`config.mk`:
```
export PLATFORM = sky130hd
export DESIGN_NAME = meshed_fetch_ctrl
export DESIGN_NICKNAME = d
export VERILOG_FILES = /design/src/rtl/serial_link_pkg.sv /design/src/rtl/meshed_fetch_burst_calc.sv /design/src/rtl/meshed_fetch_ctrl.sv
export SDC_FILE = /design/constraint.sdc
export NUM_CORES = 1
export LEC_CHECK = 0
export BUFFER_PORTS_ARGS = -buffer_cell sky130_fd_sc_hd__buf_2
export CORE_AREA = 2 2 276 278
export CTS_BUF_LIST = sky130_fd_sc_hd__clkbuf_4
export DETAILED_ROUTE_END_ITERATION = 8
export DIE_AREA = 0 0 278 280
export PLACE_DENSITY = 0.55
export SYNTH_ARGS = -nofsm -noshare
export SYNTH_HDL_FRONTEND = slang
export SYNTH_SLANG_ARGS = --single-unit
```
`constraint.sdc`:
```
create_clock -name clk_i -period 27.3 [get_ports clk_i]
set_clock_uncertainty 0.2 [all_clocks]
set_input_delay 2.73 -clock clk_i [delete_from_list [all_inputs] [get_ports clk_i]]
set_output_delay 2.73 -clock clk_i [all_outputs]
set_load 0.02 [all_outputs]
```
`src/rtl/serial_link_pkg.sv`:
```
// Shared types and constants for the serial link meshed-network blocks.
// Holds the fetch sequencer's FSM encoding and running descriptor layout.
package serial_link_pkg;

    localparam int unsigned MeshedFetchMaxBurst = 16;
    localparam int unsigned MeshedFetch4kBytes  = 4096;

    localparam int unsigned MfAddrWidth = 32;
    localparam int unsigned MfLenWidth  = 32;
    localparam int unsigned MfChipWidth = 4;
    localparam int unsigned MfDirWidth  = 2;

    typedef enum logic [2:0] {
        FetchIdle   = 3'd0,
        FetchIssue  = 3'd1,
        FetchStream = 3'd2,
        FetchDrain  = 3'd3,
        FetchDone   = 3'd4
    } fetch_state_e;

    // While a descriptor is in flight, src/dst are cursors and len counts
    // the beats still to be received.
    typedef struct packed {
        logic [MfAddrWidth-1:0] src;
        logic [MfAddrWidth-1:0] dst;
        logic [MfLenWidth-1:0]  len;
        logic [MfChipWidth-1:0] chip;
        logic [MfDirWidth-1:0]  dir;
    } fetch_desc_t;

endpackage

```
`src/rtl/meshed_fetch_burst_calc.sv`:
```
// Burst sizing for the meshed fetch sequencer: the next AR length is the
// smallest of remaining beats, the burst cap and the room left in the 4KB page.
module meshed_fetch_burst_calc
    import serial_link_pkg::*;
#(
    parameter int unsigned LenWidth      = 32,
    parameter int unsigned BeatBytes     = 32,
    parameter int unsigned MaxBurstBeats = MeshedFetchMaxBurst
) (
    input  logic [LenWidth-1:0] i_remaining,
    input  logic [11:0]         i_src_page_off,
    output logic [8:0]          o_burst
);

    localparam int unsigned BeatShift = $clog2(BeatBytes);
    localparam logic [12:0] MaxB      = 13'(MaxBurstBeats);
    localparam logic [12:0] PageBytes = 13'(MeshedFetch4kBytes);

    logic [12:0] w_room_bytes;
    logic [12:0] w_room_beats;
    logic [12:0] w_cap;

    assign w_room_bytes = PageBytes - {1'b0, i_src_page_off};
    assign w_room_beats = w_room_bytes >> BeatShift;
    assign w_cap        = (w_room_beats < MaxB) ? w_room_beats : MaxB;

    always_comb begin
        o_burst = 9'(w_cap);
        if (i_remaining < LenWidth'(w_cap)) begin
            o_burst = 9'(i_remaining);
        end
    end

endmodule

```
`src/rtl/meshed_fetch_ctrl.sv`:
```
// Meshed-network data fetcher: splits one descriptor into 4KB-safe AXI read
// bursts and forwards each returned beat as a tagged egress packet beat.
module meshed_fetch_ctrl
    import serial_link_pkg::*;
#(
    parameter int unsigned AddrWidth     = MfAddrWidth,
    parameter int unsigned DataWidth     = 256,
    parameter int unsigned LenWidth      = MfLenWidth,
    parameter int unsigned MaxBurstBeats = MeshedFetchMaxBurst,
    parameter int unsigned ChipIdWidth   = MfChipWidth,
    parameter int unsigned DirWidth      = MfDirWidth
) (
    input  logic                   clk_i,
    input  logic                   rst_i,
    input  logic                   desc_valid_i,
    output logic                   desc_ready_o,
    input  logic [AddrWidth-1:0]   desc_src_addr_i,
    input  logic [AddrWidth-1:0]   desc_dst_addr_i,
    input  logic [LenWidth-1:0]    desc_len_i,
    input  logic [ChipIdWidth-1:0] desc_dst_chip_i,
    input  logic [DirWidth-1:0]    desc_dir_i,
    output logic                   ar_valid_o,
    input  logic                   ar_ready_i,
    output logic [AddrWidth-1:0]   ar_addr_o,
    output logic [7:0]             ar_len_o,
    input  logic                   r_valid_i,
    output logic                   r_ready_o,
    input  logic [DataWidth-1:0]   r_data_i,
    input  logic [1:0]             r_resp_i,
    input  logic                   r_last_i,
    output logic                   pkt_valid_o,
    input  logic                   pkt_ready_i,
    output logic [DataWidth-1:0]   pkt_data_o,
    output logic [AddrWidth-1:0]   pkt_dst_addr_o,
    output logic [ChipIdWidth-1:0] pkt_dst_chip_o,
    output logic [DirWidth-1:0]    pkt_dir_o,
    output logic                   pkt_last_o,
    output logic                   busy_o,
    output logic                   done_o,
    output logic                   err_o
);

    localparam int unsigned BeatBytes = DataWidth / 8;
    localparam int unsigned BeatShift = $clog2(BeatBytes);
    localparam logic [AddrWidth-1:0] AlignMask = ~AddrWidth'(BeatBytes - 1);

    fetch_state_e         r_state;
    fetch_desc_t          r_desc;
    logic [8:0]           r_burst;
    logic                 r_err;
    logic                 r_pkt_valid;
    logic [DataWidth-1:0] r_pkt_data;
    logic [AddrWidth-1:0] r_pkt_dst;
    logic                 r_pkt_last;

    logic [LenWidth-1:0]  w_beats;
    logic [LenWidth-1:0]  w_remaining_nxt;
    logic [8:0]           w_burst;
    logic [AddrWidth-1:0] w_src_step;
    logic                 w_r_hs;

    assign w_beats = (desc_len_i >> BeatShift)
                   + LenWidth'(|desc_len_i[BeatShift-1:0]);
    assign w_remaining_nxt = r_desc.len - LenWidth'(1);
    assign w_src_step      = AddrWidth'(r_burst) << BeatShift;
    assign w_r_hs          = r_valid_i && r_ready_o;

    meshed_fetch_burst_calc #(
        .LenWidth      (LenWidth),
        .BeatBytes     (BeatBytes),
        .MaxBurstBeats (MaxBurstBeats)
    ) u_burst_calc (
        .i_remaining    (r_desc.len),
        .i_src_page_off (r_desc.src[11:0]),
        .o_burst        (w_burst)
    );

    // Outputs are forced low while reset is asserted.
    assign desc_ready_o   = (r_state == FetchIdle) && !rst_i;
    assign ar_valid_o     = (r_state == FetchIssue);
    assign ar_addr_o      = ar_valid_o ? r_desc.src : '0;
    assign ar_len_o       = ar_valid_o ? 8'(w_burst - 9'd1) : 8'd0;
    assign r_ready_o      = (r_state == FetchStream)
                          && (!r_pkt_valid || pkt_ready_i);
    assign pkt_valid_o    = r_pkt_valid;
    assign pkt_data_o     = r_pkt_data;
    assign pkt_dst_addr_o = r_pkt_dst;
    assign pkt_dst_chip_o = r_desc.chip;
    assign pkt_dir_o      = r_desc.dir;
    assign pkt_last_o     = r_pkt_last;
    assign busy_o         = (r_state != FetchIdle);
    assign done_o         = (r_state == FetchDone);
    assign err_o          = (r_state == FetchDone) && r_err;

    always_ff @(posedge clk_i or posedge rst_i) begin
        if (rst_i) begin
            r_state     <= FetchIdle;
            r_desc      <= '0;
            r_burst     <= '0;
            r_err       <= 1'b0;
            r_pkt_valid <= 1'b0;
            r_pkt_data  <= '0;
            r_pkt_dst   <= '0;
            r_pkt_last  <= 1'b0;
        end else begin
            if (w_r_hs) begin
                r_pkt_valid <= 1'b1;
                r_pkt_data  <= r_data_i;
                r_pkt_dst   <= r_desc.dst;
                r_pkt_last  <= (w_remaining_nxt == '0);
            end else if (pkt_ready_i) begin
                r_pkt_valid <= 1'b0;
            end

            unique case (r_state)
                FetchIdle: begin
                    if (desc_valid_i) begin
                        r_desc.src  <= desc_src_addr_i & AlignMask;
                        r_desc.dst  <= desc_dst_addr_i & AlignMask;
                        r_desc.len  <= w_beats;
                        r_desc.chip <= desc_dst_chip_i;
                        r_desc.dir  <= desc_dir_i;
                        r_state     <= (w_beats == '0) ? FetchDone : FetchIssue;
                    end
                end
                FetchIssue: begin
                    if (ar_ready_i) begin
                        r_burst <= w_burst;
                        r_state <= FetchStream;
                    end
                end
                FetchStream: begin
                    if (w_r_hs) begin
                        r_desc.dst <= r_desc.dst + AddrWidth'(BeatBytes);
                        r_desc.len <= w_remaining_nxt;
                        if (r_resp_i != 2'b00) begin
                            r_err <= 1'b1;
                        end
                        if (r_last_i) begin
                            if (w_remaining_nxt != '0) begin
                                r_desc.src <= r_desc.src + w_src_step;
                                r_state    <= FetchIssue;
                            end else begin
                                r_state <= FetchDrain;
                            end
                        end
                    end
                end
                FetchDrain: begin
                    if (!r_pkt_valid || pkt_ready_i) begin
                        r_state <= FetchDone;
                    end
                end
                FetchDone: begin
                    r_err   <= 1'b0;
                    r_state <= FetchIdle;
                end
                default: r_state <= FetchIdle;
            endcase
        end
    end

endmodule

```
## Word-level counts from Yosys, hierarchy flattened

Cells that the tools add are included.

| operators by class | value |
|---|---|
| eq/ne operators | 11 |
| reductions and logical operators | 23 |
| $lt $le $gt $ge | 2 |
| $add $sub $neg | 6 |
| muxes and demuxes | 22 |

Operators by type and width:

| operator | count |
|---|---|
| 96-bit one-hot mux with 2 select lines | 1 |
| 102-bit 2-to-1 mux | 1 |
| 32-bit 2-to-1 mux | 3 |
| 96-bit 2-to-1 mux | 1 |
| 32-bit logical NOT | 2 |
| 32-bit by 14-bit adder with 32-bit output | 1 |
| 32-bit by 6-bit adder with 32-bit output (second input constant) | 1 |
| 32-bit by 13-bit < comparator with 1-bit output | 1 |
| 32-bit nonzero test | 1 |
| 32-bit by 1-bit subtractor with 32-bit output (second input constant) | 1 |
| 27-bit by 1-bit adder with 28-bit output | 1 |
| 3-bit 2-to-1 mux | 6 |
| 8-bit 2-to-1 mux | 2 |
| 13-bit by 12-bit subtractor with 13-bit output (first input constant) | 1 |
| 3-bit one-hot mux with 4 select lines | 1 |
| 5-bit AND reduction | 2 |
| 9-bit 2-to-1 mux | 1 |
| 8-bit by 5-bit < comparator with 1-bit output (second input constant) | 1 |
| 2-bit != test (second input constant) | 4 |
| 2-bit nonzero test | 4 |
| 8-bit by 1-bit subtractor with 8-bit output (second input constant) | 1 |
| 3-bit by 2-bit equality test with 1-bit output (second input constant) | 2 |
| 2-bit by 1-bit != test with 1-bit output (second input constant) | 3 |
| 3-bit AND reduction | 2 |
| other kinds (12) | 20 |

| word-level totals | value |
|---|---|
| output and inout port bits | 342 |
| register bits | 405 |

## Longest topological paths before layout

| logic depth | value |
|---|---|
| depth after elaboration | 7 |
| mapped depth | 18 |

## Cells and area by module

A second synthesis with hierarchy kept.

| second synthesis, totals | value |
|---|---|
| cell total of the unflattened synthesis | 2261 |
| area total of the unflattened synthesis | 18861.8 µm² |

Modules (own cells, without submodules):

| module | times used | cells an instance | seq. area each (µm²) | area each (µm²) |
|---|---|---|---|---|
| meshed_fetch_ctrl | 1 | 2203 | 9759.4 | 18465.2 |
| meshed_fetch_burst_calc | 1 | 58 | 0.0 | 396.6 |

## Worst setup path before layout

OpenSTA, ideal clock, no wires.

| path | value |
|---|---|
| path kind | reg-to-output |
| start point | reg r_desc[76] (netlist name) |
| end point | out ar_len_o[6] |
| cell stages (with the launch flop) | 17 |
| required time | 24.370 ns |
| buffers on the path | 1 |
| arrival | 3.709 ns |
| slack | 20.661 ns |
| cell sequence | dfrtp_1 inv_1 ha_1 nor3b_1 mux2i_1 nor2_1 nand2_1 ha_1 a21o_1 a21o_1 a21oi_1 o211ai_1 clkbuf_1 a31oi_1 ha_1 o21ai_0 nor3b_1 |

| between the ends | value |
|---|---|
| longest elaborated chain between the ends | 7 |

RTL lines:

| item | line | RTL |
|---|---|---|
| start: declaration | meshed_fetch_ctrl.sv:48 | `fetch_desc_t r_desc;` |
| 13-bit by 12-bit subtractor with 13-bit output * | meshed_fetch_burst_calc.sv:23 | `assign w_room_bytes = PageBytes - {1'b0, i_src_page_off};` |
| 8-bit by 5-bit < comparator with 1-bit output | meshed_fetch_burst_calc.sv:25 | `assign w_cap = (w_room_beats < MaxB) ? w_room_beats : MaxB;` |
| 8-bit 2-to-1 mux * | meshed_fetch_burst_calc.sv:25 |  |
| 32-bit by 13-bit < comparator with 1-bit output | meshed_fetch_burst_calc.sv:29 | `if (i_remaining < LenWidth'(w_cap)) begin` |
| 9-bit 2-to-1 mux * | meshed_fetch_burst_calc.sv:29 |  |
| 8-bit by 1-bit subtractor with 8-bit output * | meshed_fetch_ctrl.sv:82 | `assign ar_len_o = ar_valid_o ? 8'(w_burst - 9'd1) : 8'd0;` |
| 8-bit 2-to-1 mux * | meshed_fetch_ctrl.sv:82 |  |
| end: declaration | meshed_fetch_ctrl.sv:25 | `output logic [7:0] ar_len_o,` |

Mark *: on every way between the ends. The rest lies on a longest branch, timed or not.

## Worst setup path after layout

| path | value |
|---|---|
| start point | reg r_desc[75] (netlist name) |
| end point | out ar_len_o[4] |

Same word-level chain as after synthesis.

==> results.json <==
{
  "status": "finished, final reports clean",
  "post_cts_buffers": 0,
  "setup_slack_ps": 19180,
  "crit_buf_inv": 2,
  "leakagePower_nw": 13.1,
  "place_congestion": 0.834,
  "overflow": 0,
  "grt_pass1_wl_um": 110000,
  "timing.rr.start": "r_state[1]",
  "synth_common_cells": "nand2_1, dfrtp_1, clkbuf_1, o21ai_0, a21oi_1",
  "num_rows": 101,
  "fp.dieH_um": 280,
  "io_pins": 709,
  "htreeDepth": 3,
  "r2r_cells": 8,
  "worstMarginPinSlew_ps": 1090,
  "place_area_sq_um": 23300,
  "path_delay_family": "simple AND/OR/NAND/NOR gates",
  "wl_per_cell_um": 18.0,
  "clk_pin_slew_ps": 70,
  "crit_path_end_kind": "primary output",
  "viasPerCell": 4.62,
  "drive_above_1_share_pct": 29.9,
  "initial_core_util_pct": 25.3,
  "fmax_mhz": 123,
  "ys_seq_area_share_pct": 51.4,
  "cts_resized": 0,
  "grt_usage_pct": 18.1,
  "min_period_over_period_pct": 29.8,
  "cp_slowest_cell": "o211ai_1",
  "final_util_pct": 32.9,
  "io_buffers": 688,
  "synthCells": 2285,
  "syn2layout_area_growth_pct": 30.2,
  "cts_buffer_depth": 3,
  "startpoint": "r_desc[75]",
  "cts_tree": "built",
  "grt_max_degree": 153,
  "ff_latch_area_sq_um": 9760,
  "synth_warnings": 0,
  "ys_ff_latch": 390,
  "rsz0062_at_grt": "false",
  "yosys-top-cells-area": "dfrtp_1, nand2_1, o21ai_0",
  "core-area_sq_um": 75200,
  "r2r_end": "r_desc[81]",
  "fin_nets": 3363,
  "synth-edff-count": 0,
  "crit_fanout": 13,
  "cpPeakStageDelay_ps": 670,
  "clock-sinks": 390,
  "path_cells": "inv_1 -> ha_1 -> nor3b_1 -> mux2i_1 -> nor2_1 -> nand2_1 -> ha_1 -> nand4_1 -> o211ai_1 -> nor2_1 -> a31oi_1 -> ha_1 -> o21ai_0 -> xnor2_1 -> nor2_1 -> buf_2",
  "ctsHoldBuffers": 0,
  "yosysMostFrequentCell": "nand2_1",
  "remaining_drc_errors": 0,
  "post-route-cell-area_sq_um": 24700,
  "dieArea_sq_um": 77800,
  "critPathCapture": "ar_len_o[4]",
  "slew_headroom_pct": 27.1,
  "ant_nets": 0,
  "syn_avg_cell_area_sq_um": 8.31,
  "grt_pass1_vias": 18300,
  "dpl.hpwl_um": 51800,
  "p_per_area_nw_per_um2": 112,
  "cp.arrival_ps": 5190,
  "synth_ff_type": "dfrtp_1",
  "cp.depth": 16,
  "async_flop_share_pct": 100,
  "fillCellCount": 8122,
  "clk_latency_ps": 900,
  "drt_first_pass_iters": 5,
  "r2r_setup_slack_ps": 22480,
  "fin_tns_setup_ps": 0,
  "antenna_found_initial": 24,
  "drv_slew": 0,
  "multiInputGateArea_sq_um": 8530,
  "synth_cell_types": 80,
  "root_buffer": "clkbuf_4",
  "cts_buffers": 115,
  "drt_wl_total_um": 72700,
  "synth_area_sq_um": 19000,
  "path_class": "reg2out",
  "drt_iter0_markers": 1184,
  "fin_crit_ps": 8120,
  "place_ws_ps": 20160,
  "synth_top_area_share_pct": 51.4,
  "worst_setup_path_start_kind": "flip-flop",
  "synth_top_area_cell": "dfrtp_1",
  "ir_drop_uv": 57.3,
  "hold_viol": 0,
  "max_cap_violations": 0,
  "crit_required_ps": 24370,
  "die_width_um": 278,
  "vias": 18700,
  "hold_path.class": "reg2reg",
  "setup_viol": 0
}
-- tightest hold or removal path, stage by stage, from the launching register on --
cell and delay, ps:
dfrtp_1 360, nand2_1 60, nand2_1 50
-- layer usage --
metal	wire length, um	vias up	track usage (%)	share of wire (%)
met5	69	-	0	0.095
met2	34400	699	29.2	47
li1	-	9018	-	-
met3	5510	136	5.20	7.6
met1	30900	8816	23.2	42
met4	1790	10	6.29	2.5
-- final cells by class --
cell class | instances | share of cell area [%]
clock inverters | 34 | 0.790
inverters | 37 | 0.592
well taps | 978 | 4.95
flip-flops and latches | 390 | 39.5
repair buffers | 707 | 14.6
clock buffers | 165 | 5.01
diodes | 12 | 0.121
multi-input cells | 1722 | 34.5
-- flip-flops by register name (all words and copies together) (netlist names) --
name / count
pkt_data_o: 256
pkt_dir_o: 2
pkt_dst_addr_o: 27
pkt_dst_chip_o: 4
pkt_last_o: 1
pkt_valid_o: 1
r_burst: 9
r_desc: 86
r_err: 1
r_state: 3
-- kinds of logic after synthesis --
logic type               Yosys count  synth area share (%)
other                              2                0.0395
adder cells (fa/ha/maj)           23                  1.55
XOR/XNOR                          48                  2.21
AND/OR/NAND/NOR                 1275                  28.4
buffers and inverters            182                  4.10
flip-flops                       390                  51.4
AO/OA/AOI/OAI                    354                  11.7
multiplexers                      11                 0.619
-- per-stage QoR --
stage / std cells / power (W) / hold WS, ps
after detailed placement: 3834 / 0.00223 / 256
after floorplan: 2294 / 0.00177 / 247
after global placement: 3834 / 0.00222 / 253
final: 4045 / 0.00278 / 256
after global routing: 4040 / 0.00300 / 282
after CTS: 4033 / 0.00282 / 263
-- worst min path at each step --
stage | from | endpoint | slack [ps] | depth (start not counted)
5_1_grt | pkt_data_o[239] | pkt_data_o[239] | 280 | 2
2_1_floorplan | pkt_dir_o[0] | pkt_dir_o[0] | 250 | 2
6_report | r_desc[60] | pkt_dst_addr_o[22] | 260 | 2
3_3_place_gp | pkt_data_o[182] | pkt_data_o[182] | 250 | 2
3_5_place_dp | pkt_data_o[210] | pkt_data_o[210] | 260 | 2
4_1_cts | r_desc[60] | pkt_dst_addr_o[22] | 260 | 2
-- layout by cell type (no fill, tap or decap), types with 5 or more instances in the layout --
cell	n
clkinv_1	25
nand2_1	959
clkbuf_4	165
nand4_1	23
a22oi_1	15
o22a_1	5
conb_1	11
a32oi_1	8
and3_1	15
dfrtp_1	390
nor2_1	76
buf_2	688
o22ai_1	14
xor2_1	18
o41ai_1	6
nor3_1	41
mux2i_1	5
o31ai_1	9
ha_1	22
nand3_1	49
or3_1	5
and4_1	7
o21ai_0	115
a31oi_1	19
mux2_2	6
or4_1	5
nor4_1	16
and2_1	33
nor2b_1	8
xnor2_1	30
a211oi_1	9
diode_2	12
nand2b_1	6
buf_4	18
inv_1	36
a21oi_1	93
-- power by group --
part / internal [W] / leakage [nW] / switching (W)
combinational: 0.000385 / 7.28 / 0.000828
sequential: 0.000824 / 4.95 / 0.000182
clock: 0.000280 / 0.848 / 0.000281
total: 0.00149 / 13.1 / 0.00129
Power figures use the tool's default switching activity.
